File: src/rtl/xorshift128plus_lanes.sv
// Multi-lane xorshift128+ generator feeding a show-ahead output FIFO.
// All lanes step together, one step per cycle, whenever the FIFO can accept a word.
module xorshift128plus_lanes #(
    parameter int LANES      = 4,
    parameter int OUT_WIDTH  = 64,
    parameter int FIFO_DEPTH = 4
) (
    input  logic                          clk,
    input  logic                          rst,
    input  logic [128*LANES-1:0]          seed,
    input  logic                          seedStrobe,
    input  logic                          read,
    output logic                          randomReady,
    output logic [OUT_WIDTH*LANES-1:0]    randomValue,
    output logic [$clog2(FIFO_DEPTH):0]   level
);

    localparam int PTR_W  = $clog2(FIFO_DEPTH);
    localparam int LVL_W  = PTR_W + 1;
    localparam int WORD_W = OUT_WIDTH * LANES;
    localparam logic [LVL_W-1:0] DEPTH_LVL = LVL_W'(FIFO_DEPTH);

    logic                seeded_reg;
    logic [PTR_W-1:0]    wr_ptr_reg;
    logic [PTR_W-1:0]    rd_ptr_reg;
    logic [LVL_W-1:0]    level_reg;
    logic [WORD_W-1:0]   fifo_mem [FIFO_DEPTH];
    logic [WORD_W-1:0]   push_word;
    logic                not_empty;
    logic                pop;
    logic                step;

    assign not_empty = (level_reg != '0);
    // A seed load flushes the FIFO, so a coincident read is simply dropped.
    assign pop  = read & not_empty & ~seedStrobe;
    assign step = seeded_reg & ~seedStrobe & ((level_reg != DEPTH_LVL) | pop);

    genvar gi;
    generate
        for (gi = 0; gi < LANES; gi++) begin : g_lane
            logic [63:0]  s0_reg;
            logic [63:0]  s1_reg;
            logic [63:0]  a_mix;
            logic [63:0]  s1_next;
            logic [63:0]  sum;
            logic [127:0] seed_slice;

            assign seed_slice = seed[128*gi +: 128];
            assign a_mix      = s0_reg ^ (s0_reg << 23);
            assign s1_next    = a_mix ^ s1_reg ^ (a_mix >> 17) ^ (s1_reg >> 26);
            assign sum        = s1_next + s1_reg;
            assign push_word[OUT_WIDTH*gi +: OUT_WIDTH] = sum[OUT_WIDTH-1:0];

            always_ff @(posedge clk) begin
                if (!rst) begin
                    s0_reg <= 64'd1;
                    s1_reg <= 64'd2;
                end else if (seedStrobe) begin
                    // An all-zero state would lock the generator at zero forever.
                    if (seed_slice == '0) begin
                        s0_reg <= 64'd1;
                        s1_reg <= 64'd2;
                    end else begin
                        s0_reg <= seed_slice[63:0];
                        s1_reg <= seed_slice[127:64];
                    end
                end else if (step) begin
                    s0_reg <= s1_reg;
                    s1_reg <= s1_next;
                end
            end
        end
    endgenerate

    always_ff @(posedge clk) begin
        if (rst && step) begin
            fifo_mem[wr_ptr_reg] <= push_word;
        end
    end

    always_ff @(posedge clk) begin
        if (!rst) begin
            seeded_reg <= 1'b0;
            wr_ptr_reg <= '0;
            rd_ptr_reg <= '0;
            level_reg  <= '0;
        end else if (seedStrobe) begin
            seeded_reg <= 1'b1;
            wr_ptr_reg <= '0;
            rd_ptr_reg <= '0;
            level_reg  <= '0;
        end else begin
            if (step) begin
                wr_ptr_reg <= wr_ptr_reg + PTR_W'(1);
            end
            if (pop) begin
                rd_ptr_reg <= rd_ptr_reg + PTR_W'(1);
            end
            case ({step, pop})
                2'b10:   level_reg <= level_reg + LVL_W'(1);
                2'b01:   level_reg <= level_reg - LVL_W'(1);
                default: level_reg <= level_reg;
            endcase
        end
    end

    assign randomReady = not_empty;
    assign randomValue = not_empty ? fifo_mem[rd_ptr_reg] : '0;
    assign level       = level_reg;

endmodule
File: config.mk
export PLATFORM = sky130hd
export DESIGN_NAME = xorshift128plus_lanes
export DESIGN_NICKNAME = d
export VERILOG_FILES = /design/src/rtl/xorshift128plus_lanes.sv
export SDC_FILE = /design/constraint.sdc
export NUM_CORES = 2
export LEC_CHECK = 0
export CORE_UTILIZATION = 50
export DETAILED_ROUTE_END_ITERATION = 16
export PLACE_DENSITY = 0.71
export SYNTH_ARGS = -nofsm -noshare
export SYNTH_HDL_FRONTEND = slang
export SYNTH_SLANG_ARGS = --single-unit
File: constraint.sdc
create_clock -name clk -period 18.9 [get_ports clk]
set_input_delay 1.89 -clock clk [delete_from_list [all_inputs] [get_ports clk]]
set_output_delay 1.89 -clock clk [all_outputs]
set_load 0.02 [all_outputs]
==> out/results.tsv <==
metric	value	unit
status	completed	
area grow syn2layout	18.1	%
post-CTS setup repair buffer count	0	
CTS resizes	0	
Clock Path Buffers	3	
Overflow after GRT	0	
Initial DRC Count	8566	
Final min period	6.63	ns
CP endpoint	randomValue[132]	
Tcrit/Tclk final	35.1	%
hold_buf cts	0	
clk slew on worst S/H paths	0.06	ns
worst r2r src	g_lane[2].s0_reg[13]	
Hold Crit Start	g_lane[2].s0_reg[61]	
CP Buf/Inv Count	3	
IO Pins	776	
synth warn	0	
routability cong.	1.04	
TritonCTS Sinks	1546	
Critical Path RT	17.01	ns
number of stages on the worst setup path	5	
Syn Inst Count	7293	
DR vias/cell	6.32	
worst slew pin tran	1.28	ns
Slew Viols, Final	0	
Crit. End Element	primary output	
Core Util, Final	59.4	%
Seq/Total Area, Yosys	50.4	%
TritonCTS clock tree	done	
Critical-path top delay cell	dfxtp_4	
Setup crit start kind	flip-flop	
critical path fanouts, max	101	
area leader, netlist	edfxtp_1	
WS Path Type	reg2out	
TNS Setup	0	ns
crit-path max cell delay	0.99	ns
first-pass GRT wire length	412000	um
reg-to-reg slack, setup	13.23	ns
post-synth cell types	101	
initial antenna violation count	22	
RSZ-0062 raised after global routing	false	
Max-slew headroom	14.9	%
layout cells sized above 1	7.77	%
# DRC	0	
Core ar.	0.163	mm2
H-tree depth	4	
post-route ant nets	0	
Post-Syn Nets	8090	
Synth Cell Area	0.0818	mm2
worst vdd rail ir drop	92.0	uV
DP HPWL	214000	um
prevailing post-synth register cell	edfxtp_1	
largest cells by area after synthesis	edfxtp_1, dfxtp_1, xnor2_1	
EDFF count, synth	1024	
Total GRT Usage	34.0	%
routed wire length	289000	um
total CTS buffers	165	
cell count of the worst reg-to-reg path	14	
max reg flops	1024	
largest net degree at the start of global routing	215	
Critical Path AT	4.74	ns
CTS root buf	clkbuf_16	
asr flop ratio synth	0	%
number of synthesized register bits	1546	
Final Setup Violations	0	
endpoint of the worst-slack reg-to-reg timing path	fifo_mem[3][190]	
max cap viols	0	
Synth top cells by count	edfxtp_1, nor2_1, xnor2_1	
First-pass DRT Iterations	7	
die height	406	um
total number of vias	64400	
die area	0.165	mm2
worst skew pair latency	0.82	ns
vias in the first global route	60900	
num rows	148	
port bufs	775	
Fin. Hold Viols	0	
syn_area_per_cell	11.2	um2
Final nets	8667	
DIE WIDTH	406	um
Hold Worst Slack	0.490	ns
Starting Density	50.3	%
Pleak	33.4	nW
clk_skew	0.0403	ns
WL/cell	28.3	um
crit-path cells	buf_12 > buf_4 > mux4_2 > and2_1 > clkdlybuf4s50_1	
count leader, synth	edfxtp_1	
post-synth top area share	37.6	%
Min-Delay Path Class	reg2reg	
pwr/cell area	121	mW/mm2
Fmax	0.151	GHz
top cell family by delay on the critical path	buffers and inverters	
==> where the power goes <==
group | leakage (nW) | total, mW | switching (mW) | internal (mW)
sequential | 13.6 | 4.53 | 0.202 | 4.32
clock | 2.65 | 3.27 | 1.38 | 1.88
combinational | 17.2 | 3.91 | 2.56 | 1.35
==> worst register-to-register path, delay by kind of cell, from the launching register on <==
kind	cells	cell delay, ns
AOI/OAI and AO/OA	7	2.53
xor gates and xnor gates	4	1.67
adders and majority gates	1	0.43
DFF	1	0.53
and+or+nand+nor	2	0.16
==> metal layers <==
layer	vias up	GRT usage [%]	part of all wire, %
met5	-	0	0.035
met2	3676	51.7	45
li1	28300	-	-
met1	31800	46.5	40
met3	676	7.05	10
met4	16	16.3	5.4
==> logic make-up (layout without fill, tap and decap cells) <==
| kind of cell | Yosys count | count (layout) | synth area share (%) |
|---|---|---|---|
| AOI/OAI and AO/OA | 1345 | 1345 | 11.1 |
| and+or+nand+nor | 2275 | 2275 | 13.1 |
| adders and majority gates | 281 | 281 | 4.35 |
| xor gates and xnor gates | 1013 | 1013 | 10.8 |
| DFF | 1546 | 1546 | 50.4 |
| muxes | 309 | 309 | 7.70 |
| buffers and inverters | 524 | 1239 | 2.47 |
| other | 0 | 13 | 0 |
==> cells in the final DEF, fill, tap and decap left out, types with 251 or more instances in the layout <==
cell	instances
ha_1	276
nor3_1	372
dfxtp_1	520
mux4_2	256
a21oi_1	251
and2_1	274
xnor2_1	812
edfxtp_1	1024
nand2_1	275
o221ai_1	276
nor2_1	937
o21ai_0	372
clkdlybuf4s50_1	773
==> layout make-up <==
type	instances	area, um2
multi-input combinational	5223	38600
clock inverter	75	733
sequential	1546	41200
fill	13400	66000
tap	2175	2720
clock buffer	230	4680
antenna	13	32.5
timing repair buffer	822	8180
inverter	112	428
==> through the flow <==
step | power, mW | cells | cell area [um2] | setup slack (ns)
global placement | 8.31 | 9878 | 91200 | 12.60
finish | 11.7 | 10200 | 96600 | 12.27
floorplan | 7.07 | 7293 | 81800 | 9.28
CTS | 11.6 | 10200 | 96600 | 11.98
detailed placement | 8.39 | 9878 | 91200 | 12.64
global route | 12.1 | 10200 | 96600 | 11.81
==> how the worst min path moves through the flow <==
| stage | to | slack (ns) | depth (start not counted) |
|---|---|---|---|
| global placement | g_lane[3].s0_reg[49] | 0.47 | 2 |
| finish | g_lane[2].s0_reg[61] | 0.49 | 2 |
| detailed placement | g_lane[0].s0_reg[57] | 0.48 | 2 |
| floorplan | g_lane[0].s0_reg[44] | 0.46 | 2 |
| global route | g_lane[1].s0_reg[61] | 0.51 | 2 |
| CTS | g_lane[3].s0_reg[48] | 0.49 | 2 |
(Power assumes the default switching activity.)
